### config.mk
export PLATFORM = sky130hd
export DESIGN_NAME = exp3_detector_jogada
export DESIGN_NICKNAME = d
export VERILOG_FILES = /design/src/rtl/exp3_detector_jogada_pkg.sv /design/src/rtl/exp3_sincronizador.sv /design/src/rtl/exp3_detector_jogada.sv
export SDC_FILE = /design/constraint.sdc
export NUM_CORES = 1
export LEC_CHECK = 0
export CORE_MARGIN = 2
export CORE_UTILIZATION = 46
export CTS_CLUSTER_DIAMETER = 50
export CTS_CLUSTER_SIZE = 25
export DETAILED_ROUTE_END_ITERATION = 10
export PLACE_DENSITY = 0.82
export SLEW_MARGIN = 15
export SYNTH_ARGS = -nofsm -noshare
export SYNTH_HDL_FRONTEND = slang
export SYNTH_HIERARCHICAL = 1
export SYNTH_SLANG_ARGS = --single-unit
### constraint.sdc
create_clock -name clock -period 1.5 [get_ports clock]
set_input_delay 0.3 -clock clock [delete_from_list [all_inputs] [get_ports clock]]
set_output_delay 0.3 -clock clock [all_outputs]
set_load 0.01 [all_outputs]
### src/rtl/exp3_detector_jogada_pkg.sv
// State codes and key-code helpers shared by the move detector and the control unit's
// debug decoding.
package exp3_detector_jogada_pkg;

    localparam int unsigned NUM_CHAVES = 4;

    localparam logic [1:0] INICIAL      = 2'd0;
    localparam logic [1:0] ESTABILIZA   = 2'd1;
    localparam logic [1:0] REGISTRA     = 2'd2;
    localparam logic [1:0] ESPERA_SOLTA = 2'd3;

    localparam logic [NUM_CHAVES-1:0] CHAVE_UM = 1;

    // A code is one-hot when it is nonzero and clearing its lowest set bit leaves nothing.
    function automatic logic is_one_hot(input logic [NUM_CHAVES-1:0] v);
        return (v != '0) && ((v & (v - CHAVE_UM)) == '0);
    endfunction

endpackage

### src/rtl/exp3_sincronizador.sv
// Two-flop synchronizer for a bus of raw asynchronous inputs.
module exp3_sincronizador #(
    parameter int unsigned WIDTH = 1
) (
    input  logic             clock,
    input  logic             reset,
    input  logic [WIDTH-1:0] d,
    output logic [WIDTH-1:0] q
);

    logic [WIDTH-1:0] meta;

    always_ff @(posedge clock) begin
        if (reset) begin
            meta <= '0;
            q    <= '0;
        end else begin
            meta <= d;
            q    <= meta;
        end
    end

endmodule

### src/rtl/exp3_detector_jogada.sv
// Debounces the player keys into single accepted moves and edge-detects the start button.
module exp3_detector_jogada
    import exp3_detector_jogada_pkg::*;
#(
    parameter int unsigned DEBOUNCE_CYCLES = 4
) (
    input  logic                  clock,
    input  logic                  reset,
    input  logic [NUM_CHAVES-1:0] chaves,
    input  logic                  iniciar,
    output logic [NUM_CHAVES-1:0] chaves_estaveis,
    output logic                  jogada,
    output logic                  jogada_invalida,
    output logic                  iniciar_pulso,
    output logic [3:0]            db_estado
);

    localparam int unsigned CW = $clog2(DEBOUNCE_CYCLES);
    localparam logic [CW-1:0] CNT_MAX = CW'(DEBOUNCE_CYCLES - 1);
    localparam logic [CW-1:0] CNT_UM  = 1;

    logic [NUM_CHAVES:0]   sinc_q;
    logic [NUM_CHAVES-1:0] sc;
    logic                  si;
    logic                  si_atrasado;

    logic [1:0]            estado_q, estado_d;
    logic [CW-1:0]         contador_q, contador_d;
    logic [NUM_CHAVES-1:0] candidato_q, candidato_d;
    logic [NUM_CHAVES-1:0] estaveis_q, estaveis_d;

    exp3_sincronizador #(
        .WIDTH(NUM_CHAVES + 1)
    ) u_sincronizador (
        .clock(clock),
        .reset(reset),
        .d    ({iniciar, chaves}),
        .q    (sinc_q)
    );

    assign sc = sinc_q[NUM_CHAVES-1:0];
    assign si = sinc_q[NUM_CHAVES];

    always_comb begin
        estado_d    = estado_q;
        contador_d  = contador_q;
        candidato_d = candidato_q;
        estaveis_d  = estaveis_q;
        case (estado_q)
            INICIAL: begin
                if (sc != '0) begin
                    candidato_d = sc;
                    contador_d  = '0;
                    estado_d    = ESTABILIZA;
                end
            end
            ESTABILIZA: begin
                if (sc == '0) begin
                    estado_d = INICIAL;
                end else if (sc != candidato_q) begin
                    candidato_d = sc;
                    contador_d  = '0;
                end else if (contador_q == CNT_MAX) begin
                    estado_d = REGISTRA;
                end else begin
                    contador_d = contador_q + CNT_UM;
                end
            end
            REGISTRA: begin
                estaveis_d = candidato_q;
                contador_d = '0;
                estado_d   = ESPERA_SOLTA;
            end
            ESPERA_SOLTA: begin
                // Any nonzero sample restarts the release window.
                if (sc != '0) begin
                    contador_d = '0;
                end else if (contador_q == CNT_MAX) begin
                    contador_d = '0;
                    estado_d   = INICIAL;
                end else begin
                    contador_d = contador_q + CNT_UM;
                end
            end
            default: estado_d = INICIAL;
        endcase
    end

    always_ff @(posedge clock) begin
        if (reset) begin
            estado_q    <= INICIAL;
            contador_q  <= '0;
            candidato_q <= '0;
            estaveis_q  <= '0;
            si_atrasado <= 1'b0;
        end else begin
            estado_q    <= estado_d;
            contador_q  <= contador_d;
            candidato_q <= candidato_d;
            estaveis_q  <= estaveis_d;
            si_atrasado <= si;
        end
    end

    // Strobes and debug code are forced low while reset is held, before the clearing edge.
    always_comb begin
        chaves_estaveis = estaveis_q;
        jogada          = !reset && (estado_q == REGISTRA) && is_one_hot(candidato_q);
        jogada_invalida = !reset && (estado_q == REGISTRA) && !is_one_hot(candidato_q);
        iniciar_pulso   = !reset && si && !si_atrasado;
        db_estado       = reset ? 4'd0 : {2'b00, estado_q};
    end

endmodule

**Yosys cells after proc, flatten, opt, wreduce, memory -nomap -nowiden**

Cells that the tools add are included.

- $add $sub $neg: 2
- Eq/ne operators: 13
- Multiplexer cells: 19
- Bitwise operators: 1
- Reductions and logical operators: 18

Operators by type and width:

| cell | number |
|---|---|
| 2-to-1 mux 2 bit | 13 |
| case mux 2 bit (4 select lines) | 2 |
| 2-to-1 mux 4 bit | 3 |
| != test 2 bit (second input constant) | 5 |
| != test 3 bit (second input constant) | 3 |
| zero test 4 bit | 2 |
| case mux 4 bit (2 select lines) | 1 |
| nonzero test 4 bit | 2 |
| equality test 2 bit (second input constant) | 3 |
| logical AND 1 bit | 6 |
| AND reduction 5 bit | 1 |
| AND 4 bit | 1 |
| != test 4 bit | 1 |
| AND reduction 4 bit | 1 |
| subtractor 4 x 1 -> 4 bit (second input constant) | 1 |
| zero test 1 bit | 3 |
| AND reduction 3 bit | 1 |
| adder 2 x 1 -> 2 bit (second input constant) | 1 |
| equality test 2 x 1 -> 1 bit (second input constant) | 1 |
| zero test 2 bit | 1 |
| nonzero test 2 bit | 1 |

- Register bits after elaboration: 23
- Bits of input ports: 7
- Output and inout bits: 11
- Logic and storage cells: 60

**Logic depth before layout (Yosys ltp)**

Gate-level depths: netlist of run 1.

- Word-level depth: 6
- Mapped depth: 6
- Gate-level depth less buffers: 5

**Cells and area by module**

Netlist of run 1, hierarchy kept.

Modules (own cells, without submodules):

| module | instances | cells each | area an instance (um2) | sequential area each (um2) |
|---|---|---|---|---|
| exp3_detector_jogada | 1 | 96 | 790.8 | 260.2 |
| exp3_sincronizador | 1 | 20 | 262.8 | 200.2 |

**Worst setup path before layout of run 1**

OpenSTA, ideal clock, no wires.

- Path kind: flip-flop to flip-flop
- Start: register u_sincronizador.q[0]
- End: register contador_q[0]
- Setup time: 116 ps
- Arrival: 1279 ps
- Data required time: 1384 ps
- Slack: 105 ps
- Cell stages (with the launch flop): 6
- Buffers on the path: 1
- Period minus slack after synthesis: 1395 ps
- Cell sequence: dfxtp_1 or4_4 buf_6 nand2b_2 o21ai_1 a31o_1

- Longest elaborated chain between the ends: 4
- Elaborated cells between the ends (all ways): 11
- Those cells by class: 4 x eq/ne; 4 x mux; 3 x reduce/logical

RTL lines:

| element | RTL line | source |
|---|---|---|
| start, declared | exp3_sincronizador.sv:8 | `output logic [WIDTH-1:0] q` |
| start signal, assigned | exp3_sincronizador.sv:19 | `q <= meta;` |
| != test 4 bit | exp3_detector_jogada.sv:60 | `end else if (sc != candidato_q) begin` |
| 2-to-1 mux 2 bit | exp3_detector_jogada.sv:60 |  |
| 2-to-1 mux 2 bit | exp3_detector_jogada.sv:58 | `if (sc == '0) begin` |
| case mux 2 bit (4 select lines) | exp3_detector_jogada.sv:49 | `case (estado_q)` |
| end signal, assigned | exp3_detector_jogada.sv:98 | `contador_q <= contador_d;` |
| end, declared | exp3_detector_jogada.sv:28 | `logic [CW-1:0] contador_q, contador_d;` |

Several ways; a longest one is shown, not always the timed one. The select of a mux whose other input is x is not followed.
A chain may end at the register's enable or synchronous reset.

**Final worst setup path of run 1**

- Start: register candidato_q[2]
- End: output jogada_invalida

- Longest elaborated chain between the ends: 6
- Elaborated cells between the ends (all ways): 7
- Those cells by class: 1 x add/sub; 1 x bitwise; 5 x reduce/logical

RTL lines:

| element | RTL line | source |
|---|---|---|
| start, declared | exp3_detector_jogada.sv:29 | `logic [NUM_CHAVES-1:0] candidato_q, candidato_d;` |
| start signal, assigned | exp3_detector_jogada.sv:99 | `candidato_q <= candidato_d;` |
| subtractor 4 x 1 -> 4 bit | exp3_detector_jogada_pkg.sv:16 | `return (v != '0) && ((v & (v - CHAVE_UM)) == '0);` |
| AND 4 bit | exp3_detector_jogada_pkg.sv:16 |  |
| zero test 4 bit | exp3_detector_jogada_pkg.sv:16 |  |
| logical AND 1 bit * | exp3_detector_jogada_pkg.sv:16 |  |
| zero test 1 bit * | exp3_detector_jogada.sv:109 | `jogada_invalida = !reset && (estado_q == REGISTRA) && !is_one_hot(candidato_q);` |
| logical AND 1 bit * | exp3_detector_jogada.sv:109 |  |
| end, declared | exp3_detector_jogada.sv:13 | `output logic jogada_invalida,` |

Mark *: on every way between the ends. The rest lies on a longest branch, timed or not.

==> impl_results.md, run 1 <==
* Final instance area at 0.00144 mm^2
* Die Area at 0.00269 mm^2
* Violated checks: setup timing
* WL final at 2580 um
* YS warnings at 6
* Critical Path RT at 1.20 ns
* Dominant synthesized flop cell: dfxtp_1
* Antenna violations before repair at 0
* Final setup vio count at 4
* Worst Setup End Kind: primary output
* Routability-driven placement congestion ratio at 0.791
* Final worst-path cycle share at 115%
* IO Pins at 18
* Seq cells post-synth at 23
* Sequential power share at 52.3%
* CP arrival at 1.43 ns
* Post-DR wirelength/cell at 15.1 um
* Layout overhead on the synthesized area at 36.7%
* Hold Path Class: reg -> reg
* Distinct cells, synth at 32
* Clk pin slew, worst setup/hold paths at 0.12 ns
* Synthesized instance count at 116
* Maximum fanout along the worst path at 2
* IO buf count at 15
* Pwr Density at 876 mW/mm^2
* Internal power at 0.902 mW
* Cts bufs inserted at 3
* Clock root cell: clkbuf_4
* Max-slew violation count at 0
* Number of synthesized flops with an enable pin at 0
* Minimum clock period at 1.73 ns
* Lkg Pwr at 0.584 nW
* Via count at 939
* Drt pass-1 iters at 4
* Clk sink count at 23
* Sequential cell area fraction in the yosys report at 43.7%
* Final WS setup at -0.225 ns
* Pin count of the biggest net entering global routing at 21
* Place WS at -0.561 ns
* Post-Route Skew at 0.00298 ns
* Crit start category: register
* Syn Std Cell Area at 0.00105 mm^2
* Avg Inst Size Synth at 9.08 um^2
* Initial Util at 48.1%
* Largest area contributor in the netlist: dfxtp_1
* Max Cap Viol at 0
* Most frequent cell after synthesis: dfxtp_1
* First-pass GRT wire length at 4010 um
* DRT antenna net count at 0
* Gate power share at 24.7%
* Synth top cells by count: 23 x dfxtp_1, 14 x nor2b_1, 9 x nor2_1, 8 x nand2_1
* Switching power at 0.360 mW
* Nets at 151
* Tot GR Track Use at 19.7%
* Vias in the first global route at 947
* Number of remaining DRC errors at 0
* Fmax at 0.580 GHz
* CP Class: reg -> out
* Hpwl dp at 1510 um
* Die Span X at 51.9 um
* Diodes inserted at 0
* CTS HTree Levels at 1
* Die H at 51.9 um
* Std-Cell Core Area at 0.00219 mm^2
* DRT iter0 DRCs at 34
* Fin. Hold Viols at 0
* Area contributors post-synth: dfxtp_1 44%, nor2b_1 8.3%, mux2i_1 4.8%
* Async set-or-reset flop fraction in the synthesized netlist at 0%
* Share of layout cells above drive strength 1 at 31.7%
* Clock latency on the worst-skew pair at 0.32 ns
* Global route overflow at 0
* Vias/cell at 5.52
* Placed instance area at 0.00129 mm^2
* CTS Hold Bufs at 0
* Clock share of power at 23.1%
* FP Rows at 17
* Status: finished, violations left
* Switching share of power at 28.5%
* RSZ-0062 raised after global routing: yes
* Max clock buf depth at 2
* Hold_ws at 0.451 ns
* VDD IR max at 696 uV
* CTS tree: built
* Top cell type's share of synthesized area at 43.7%
## registers in the layout, summed over array words and instances (netlist names), named ones only
register / cells
u_sincronizador/q: 5
u_sincronizador/meta: 5
si_atrasado: 1
chaves_estaveis: 4
estado_q: 1
candidato_q: 4
contador_q: 2
## path summary, 6_finish.rpt
path	from	endpoint	slack [ns]	cells past startpoint
worst min-delay path	u_sincronizador/meta[0]	u_sincronizador/q[0]	0.45	1
worst max register to register	candidato_q[2]	candidato_q[3]	-0.01	7
worst max-delay path	candidato_q[2]	jogada_invalida	-0.23	6
worst min register to register	u_sincronizador/meta[0]	u_sincronizador/q[0]	0.45	1
## metrics by stage
| stage | TNS, ns | instances | total power, mW | util [%] |
|---|---|---|---|---|
| 2_1_floorplan | 0 | 117 | 0.803 | - |
| 3_3_place_gp | -4.48 | 164 | 0.874 | 58.9 |
| 3_5_place_dp | -4.82 | 164 | 0.883 | 58.9 |
| 4_1_cts | -0.447 | 171 | 1.20 | 62.0 |
| 5_1_grt | -0.958 | 170 | 1.31 | 65.7 |
| 6_report | -0.429 | 170 | 1.26 | 65.7 |
## area by class of cell
| type | instances | area (um^2) |
|---|---|---|
| fill | 173 | 751 |
| multi-input combinational | 82 | 626 |
| sequential | 23 | 465 |
| timing repair buffer | 31 | 277 |
| tap | 28 | 35.0 |
| clock buffer | 4 | 26.3 |
| inverter | 2 | 11.3 |
## layout by cell type, fill, tap and decap left out, drive strengths merged, types with 5 or more instances in the layout
cell,count
buf,21
clkdlybuf4s50,5
dfxtp,23
mux2i,5
nand2,9
nand4,5
nor2,9
nor2b,14
o21ai,6
xnor2,5
## cells by family after synthesis
kind of cell / synth area share [%]
mux: 4.75
xor+xnor: 4.16
buf+inv: 6.05
other cells: 0.356
simple gates: 26.8
fa+ha+maj: 1.19
compound gates: 12.9
flops: 43.7
## what timing repair did
| item | 4_1_cts | 5_1_grt |
|---|---|---|
| pin swaps | 3 | 9 |
| buffers inserted | 3 | 2 |
| resized for setup | 39 | 25 |
| endpoints found under the setup margin | 13 | 13 |
## worst max-delay path: stages, from the launching register on
cell and delay, ns:
dfxtp_2 0.34, buf_6 0.11, xnor2_2 0.14, mux2i_1 0.08, o21ai_1 0.16, nor2b_1 0.14
buf_2 0.13
## power by group through the flow
stage	Sequential [mW]	Clock (mW)	Combinational, mW
6_report	0.660	0.291	0.311
5_1_grt	0.664	0.314	0.332
4_1_cts	0.657	0.294	0.246
3_5_place_dp	0.670	0	0.212
3_3_place_gp	0.669	0	0.205
2_1_floorplan	0.670	0	0.133
## routing by layer
| layer | up-vias | track usage [%] | routed length (um) |
|---|---|---|---|
| li1 | 467 | - | - |
| met1 | 437 | 24.9 | 1090 |
| met2 | 28 | 31.9 | 1330 |
| met3 | 7 | 2.30 | 102 |
| met4 | 0 | 12.3 | 52 |
| met5 | - | 0 | 0 |
No activity file was read; power rests on OpenSTA's default activity.
==> run 2: changes to the inputs <==
- CELL_PAD_IN_SITES_DETAIL_PLACEMENT: not set -> 0
- CELL_PAD_IN_SITES_GLOBAL_PLACEMENT: not set -> 1
- CORE_UTILIZATION: 46 -> 35
==> impl_results.md, run 2 (synthesis gave the netlist of run 1 again) <==
* Layout overhead on the synthesized area at 31.8%
* Share of layout cells above drive strength 1 at 27.3% (-4.4 points)
* Place WS at -0.566 ns (-0.00437 ns)
* Commonest non-fill, non-tap cell in the layout: dfxtp_1
* Critical Path RT at 1.20 ns (about the same)
* Std-Cell Core Area at 0.00281 mm^2 (+28%)
* Lkg Pwr at 0.551 nW (-5.7%)
* Crit start category: register
* Final instance area at 0.00139 mm^2 (-3.6%)
* CTS tree: built
* RSZ-0062 raised after global routing: yes
* Global route overflow at 0 (unchanged)
* CP arrival at 1.40 ns (-0.03 ns)
* Minimum clock period at 1.70 ns (-0.0227 ns)
* WL final at 2310 um (-10%)
* IO buf count at 15 (unchanged)
* First-pass GRT wire length at 3870 um (-3.4%)
* Diodes inserted at 0 (unchanged)
* Clk pin slew, worst setup/hold paths at 0.12 ns (about the same)
* Total Power at 1.19 mW (-6.0%)
* Die H at 58.9 um (+14%)
* Drt pass-1 iters at 7 (+3)
* CTS HTree Levels at 1 (unchanged)
* Number of remaining DRC errors at 2 (+2)
* Pin count of the biggest net entering global routing at 20 (-4.8%)
* Hpwl dp at 1560 um (+3.1%)
* Cts bufs inserted at 3 (unchanged)
* Placed instance area at 0.00129 mm^2 (-0.29%)
* DRT iter0 DRCs at 15 (-56%)
* Maximum fanout along the worst path at 3 (+1)
* Nets at 152 (+0.66%)
* Antenna violations before repair at 0 (unchanged)
* Initial Util at 37.6% (-11 points)
* Tot GR Track Use at 14.8% (-4.9 points)
* Max-slew violation count at 0 (unchanged)
* CP Class: reg -> out
* Via count at 940 (+0.11%)
* Hold Path Class: reg -> reg
* Post-Route Skew at 0.000852 ns (-0.00213 ns)
* Clk sink count at 23 (unchanged)
* Die Span X at 58.9 um (+14%)
* Die Area at 0.00347 mm^2 (+29%)
* Status: finished, violations left
* Final setup vio count at 2 (-2)
* Hold_ws at 0.450 ns (-0.00146 ns)
* Vias/cell at 5.40 (-2.2%)
* VDD IR max at 414 uV (-41%)
* Top Registers: u_sincronizador/meta x5, u_sincronizador/q x5
* Worst Setup End Kind: primary output
* Fin. Hold Viols at 0 (unchanged)
* Routability-driven placement congestion ratio at 0.882 (+11%)
* Final worst-path cycle share at 114% (-1.5 points)
* Fmax at 0.587 GHz (+1.3%)
* Vias in the first global route at 873 (-7.8%)
* FP Rows at 19 (+2)
* Max clock buf depth at 2 (unchanged)
* Violated checks: DRC, setup timing
* Max Cap Viol at 0 (unchanged)
* DRT antenna net count at 0 (unchanged)
* IO Pins at 18 (unchanged)
* Pwr Density at 854 mW/mm^2 (-2.5%)
* Clock latency on the worst-skew pair at 0.31 ns (about the same)
* Most frequent cells in the layout: 19 x dfxtp_1, 14 x buf_4, 13 x nor2b_1
* Final WS setup at -0.203 ns (+0.0227 ns)
* Post-DR wirelength/cell at 13.3 um (-12%)
* Clock root cell: clkbuf_4
-- run 2: cell count changes in the layout (fill, tap and decap cells not counted), moves of 2 or more --
| cell | change |
|---|---|
| o311ai_2 | -2 |
| o21ai_2 | -2 |
| buf_4 | +6 |
| o311ai_0 | +3 |
| o21ai_0 | +2 |
| xnor2_2 | -3 |
| buf_6 | -5 |
| xnor2_1 | +2 |
-- run 2: worst max-delay path: stages, from the launching register on --
cell and delay [ns]:
dfxtp_4 0.39, or2_4 0.23, mux2i_1 0.14, o21ai_1 0.08, nor2b_1 0.12, buf_2 0.13
-- run 2: repair_timing --
item | in CTS | in global routing
setup buffers | 3 | 1
gates resized for setup | 36 | 9
pin swaps | 2 | 1
endpoints found under the hold margin | 0 | 0
setup endpoints to repair | 13 | 8
hold buffers | 0 | 0
-- run 2: final timing paths --
path / from / to / cells past startpoint / slack, ns
hold / removal: u_sincronizador/meta[0] / u_sincronizador/q[0] / 1 / 0.45
setup / recovery: candidato_q[3] / jogada_invalida / 5 / -0.20
hold reg to reg: u_sincronizador/meta[0] / u_sincronizador/q[0] / 1 / 0.45
setup reg to reg: u_sincronizador/q[1] / contador_q[0] / 4 / 0.04
-- run 2: layout make-up --
| class | instances | area, um^2 |
|---|---|---|
| Tap cell | 31 | 38.8 |
| Multi-Input combinational cell | 82 | 573 |
| Inverter | 2 | 11.3 |
| Clock buffer | 4 | 26.3 |
| Fill cell | 265 | 1420 |
| Timing Repair Buffer | 32 | 272 |
| Sequential cell | 23 | 468 |
-- run 2: where the power goes --
group	internal [mW]	switching, mW
logic	0.127	0.113
clock network	0.104	0.180
registers	0.639	0.0239
total	0.870	0.316
-- run 2: routing by layer --
metal / track usage, % / vias up / part of all wire (%)
li1: - / 461 / -
met1: 17.4 / 448 / 45
met5: 0 / - / 0
met3: 2.20 / 7 / 3.6
met4: 8.44 / 0 / 2.9
met2: 25.6 / 24 / 49
-- run 2: through the flow --
stage | cells | utilization [%] | setup TNS (ns)
finish | 174 | 49.5 | -0.379
global route | 174 | 49.5 | -0.581
CTS | 173 | 48.0 | -0.400
detailed placement | 166 | 45.9 | -5.33
global placement | 166 | 45.9 | -5.02
floorplan | 117 | - | 0
==> run 3: changes to the inputs <==
--- a/config.mk
+++ b/config.mk
@@ -10,3 +10,3 @@
 export CORE_MARGIN = 2
-export CORE_UTILIZATION = 35
+export CORE_UTILIZATION = 34
 export CTS_CLUSTER_DIAMETER = 50
@@ -14,3 +14,4 @@
 export DETAILED_ROUTE_END_ITERATION = 10
-export PLACE_DENSITY = 0.82
+export PLACE_DENSITY = 0.8
+export SKIP_LAST_GASP = 1
 export SLEW_MARGIN = 15
@@ -18,3 +19,2 @@
 export SYNTH_HDL_FRONTEND = slang
-export SYNTH_HIERARCHICAL = 1
 export SYNTH_SLANG_ARGS = --single-unit
--- a/constraint.sdc
+++ b/constraint.sdc
@@ -3,2 +3,2 @@
 set_output_delay 0.3 -clock clock [all_outputs]
-set_load 0.01 [all_outputs]
+set_load 0.02 [all_outputs]
==> impl_results.md, run 3 <==
* Status: finished, violations left
* Violated checks: setup timing
* Antenna violations before repair at 0 (unchanged)
* Largest area contributor in the netlist: dfxtp_1
* RSZ-0062 raised after global routing: yes
* Clock root cell: clkbuf_4
* Number of remaining DRC errors at 0 (-2)
* CTS Hold Bufs at 0 (unchanged)
* CP arrival at 1.95 ns (+0.55 ns)
* Crit path to: contador_q[0]
* Metal3 WL at 68 um (-18%)
* Pwr Density at 781 mW/mm^2 (-8.5%)
* Final instance area at 0.00140 mm^2 (+0.72%)
* Share of layout cells above drive strength 1 at 39.7% (+12 points)
* Async set-or-reset flop fraction in the synthesized netlist at 0% (unchanged)
* DR top layer: met4
* Clk pin slew, worst setup/hold paths at 0.12 ns (about the same)
* Vias in the first global route at 753 (-14%)
* Syn Std Cell Area at 966 um^2 (-8.3%)
* Worst-path cell chain: buf_12, xnor2_4, nand3_4, o32a_1, or4b_1, a21oi_1
* Synth top cells by count: 23 x dfxtp_1, 17 x nor2b_1, 11 x nor2_1, 8 x mux2i_1, 5 x xnor2_1
* R2r setup slk at -0.20 ns (-0.24 ns)
* Initial Util at 35.3% (-2.2 points)
* Most frequent cell after synthesis: dfxtp_1
* IO Pins at 18 (unchanged)
* Pin count of the biggest net entering global routing at 15 (-25%)
* Nets at 140 (-7.9%)
* Final setup vio count at 5 (+3)
* Vias/cell at 4.66 (-14%)
* Die Span X at 57.3 um (-2.7%)
* Critical Path RT at 1.75 ns (+0.55 ns)
* Worst R2R End: contador_q[0]
* VDD IR max at 532 uV (+28%)
* Buf+Inv Stages, Crit Path at 1 (unchanged)
* IO buf count at 15 (unchanged)
* Routability-driven placement congestion ratio at 0.786 (-11%)
* Crit path depth at 6 (+1)
* Post-Route Skew at 0.00445 ns (+0.00360 ns)
* Area contributors post-synth: dfxtp_1 48%, nor2b_1 11%, mux2i_1 8.3%
* Avg Inst Size Synth at 9.86 um^2 (+8.5%)
* Layout overhead on the synthesized area at 44.8%
* Worst Setup SP: candidato_q[1]
* Std-Cell Core Area at 0.00273 mm^2 (-2.5%)
* Commonest non-fill, non-tap cell in the layout: buf_4
* Filler Cells Inserted at 240 (-9.4%)
* Distinct cells, synth at 32 (unchanged)
* Crit path max-delay family: simple AND/OR/NAND/NOR gates
* Top cell type's share of synthesized area at 47.7% (+4.0 points)
* Max-slew violation count at 0 (unchanged)
* Place WS at -0.565 ns (+0.000641 ns)
* Metal1 wirelength at 734 um (-29%)
* Biggest cell delay along the critical path at 0.46 ns (+0.07 ns)
* Minimum clock period at 1.70 ns (-0.00301 ns)
* Fin. Hold Viols at 0 (unchanged)
* DRT iter0 DRCs at 11 (-4)
* Die H at 57.3 um (-2.7%)
* Seq cells post-synth at 23 (unchanged)
* CP Class: reg -> reg
* Non-Filler Instances at 162 (-6.9%)
* CTS HTree Levels at 1 (unchanged)
* Die Area at 0.00328 mm^2 (-5.2%)
* Final worst-path cycle share at 113% (-0.20 points)
* Dominant synthesized flop cell: dfxtp_1
* Hold Path Class: reg -> reg
* Lkg Pwr at 0.571 nW (+3.6%)
* Max clock buf depth at 2 (unchanged)
* Placed instance area at 0.00128 mm^2 (-0.78%)
* Top Registers: u_sincronizador.meta x5, u_sincronizador.q x5
* Hpwl dp at 1310 um (-16%)
* Critical Path Slowest Stage Cell: or4b_1
* Sequential cell area at 480 um^2 (+2.7%)
* Total Power at 1.09 mW (-7.9%)
* Worst R2R Path Depth at 6 (+2)
* Synthesized instance count at 98 (-16%)
* FP Rows at 19 (unchanged)
* Number of synthesized flops with an enable pin at 0 (unchanged)
* Post-DR wirelength/cell at 10.9 um (-18%)
* Area of the multi-input gates at 534 um^2 (-6.8%)
* Global route overflow at 0 (unchanged)
* Cts bufs inserted at 3 (unchanged)
* Diodes inserted at 0 (unchanged)
* Met2 routed WL at 924 um (-18%)
* CTS tree: built
* WL final at 1760 um (-24%)
* DRT antenna net count at 0 (unchanged)
* Fmax at 0.588 GHz (+0.18%)
* Final WS setup at -0.200 ns (+0.00301 ns)
* Tot GR Track Use at 12.2% (-2.6 points)
* Clk sink count at 23 (unchanged)
* Max Cap Viol at 0 (unchanged)
* Via count at 755 (-20%)
* YS warnings at 0 (-6)
* First-pass GRT wire length at 3040 um (-21%)
* Post-placement cell count at 152 (-8.4%)
* Sequential cell area fraction in the yosys report at 47.7% (+4.0 points)
* Drt pass-1 iters at 2 (-5)
* Worst Setup End Kind: register
* Crit start category: register
* Clock latency on the worst-skew pair at 0.30 ns (about the same)
* Reg-to-Reg Start: candidato_q[1]
* Maximum fanout along the worst path at 5 (+2)
* Min-Delay Path Depth at 1 (unchanged)
* Most frequent cells in the layout: 20 x buf_4, 15 x nor2b_1, 13 x dfxtp_1
run 3: changes by cell type in the layout (fill, tap and decap cells not counted), moves of 4 or more:
cell	delta
dfxtp_1	-6
nand4_1	-5
nor4b_1	-4
buf_4	+6
dfxtp_2	+4
nand2_1	-5
run 3: worst register-to-register path, delay by kind of cell (launching register included):
family,cells,cell delay (ns)
flip-flops,1,0.38
XOR/XNOR,1,0.14
buffers and inverters,1,0.13
AO/OA/AOI/OAI,2,0.42
AND/OR/NAND/NOR,2,0.57
run 3: kinds of logic (layout without fill, tap and decap cells):
| group | count (synthesis) | in the layout | share of synthesized area, % |
|---|---|---|---|
| flip-flops | 23 | 23 | 47.7 |
| adder cells (fa/ha/maj) | 1 | 1 | 1.30 |
| XOR/XNOR | 5 | 5 | 4.53 |
| AND/OR/NAND/NOR | 40 | 40 | 23.7 |
| other | 1 | 2 | 0.388 |
| buffers and inverters | 9 | 41 | 5.83 |
| multiplexers | 8 | 8 | 8.29 |
| AO/OA/AOI/OAI | 11 | 11 | 8.29 |
run 3: worst min-delay path by stage:
stage | startpoint | to | slack (ns)
4_1_cts | u_sincronizador.meta[1] | u_sincronizador.q[1] | 0.45
3_5_place_dp | u_sincronizador.meta[1] | u_sincronizador.q[1] | 0.43
2_1_floorplan | reset | u_sincronizador.meta[2] | 0.37
5_1_grt | u_sincronizador.meta[1] | u_sincronizador.q[1] | 0.46
6_report | u_sincronizador.meta[1] | u_sincronizador.q[1] | 0.45
3_3_place_gp | u_sincronizador.meta[0] | u_sincronizador.q[0] | 0.42
run 3: cell type report:
| type | count | share of cell area, % |
|---|---|---|
| inverter | 1 | 0.268 |
| timing repair buffer | 36 | 22.5 |
| tap | 31 | 2.77 |
| clock inverter | 1 | 0.358 |
| sequential | 23 | 34.3 |
| clock buffer | 3 | 1.61 |
| multi-input combinational | 67 | 38.2 |
run 3: per-stage QoR:
step                hold WS [ns]  TNS, ns  util (%)
finish                     0.446   -0.454      51.2
global route               0.461    -1.09      51.2
CTS                        0.451   -0.452      49.5
detailed placement         0.431    -2.90      46.7
global placement           0.419    -2.85      46.7
floorplan                  0.372  -0.0664         -
run 3: power by group:
part	switching, mW	total, mW	leakage (nW)	internal, mW
clock network	0.171	0.271	0.0177	0.0995
logic	0.0712	0.174	0.360	0.103
registers	0.0206	0.648	0.193	0.627
total	0.263	1.09	0.571	0.830
run 3: layer usage:
metal	vias up	global-route usage, %
li1	385	-
met1	350	13.8
met3	5	2.72
met4	0	6.98
met2	15	21.2
met5	-	0
run 3: repair_timing:
item                       in CTS  in global routing
setup buffers                   4                  2
pin swaps                       5                  7
setup endpoints to repair      12                 11
cloned                          0                  0
gates resized for setup        36                  8
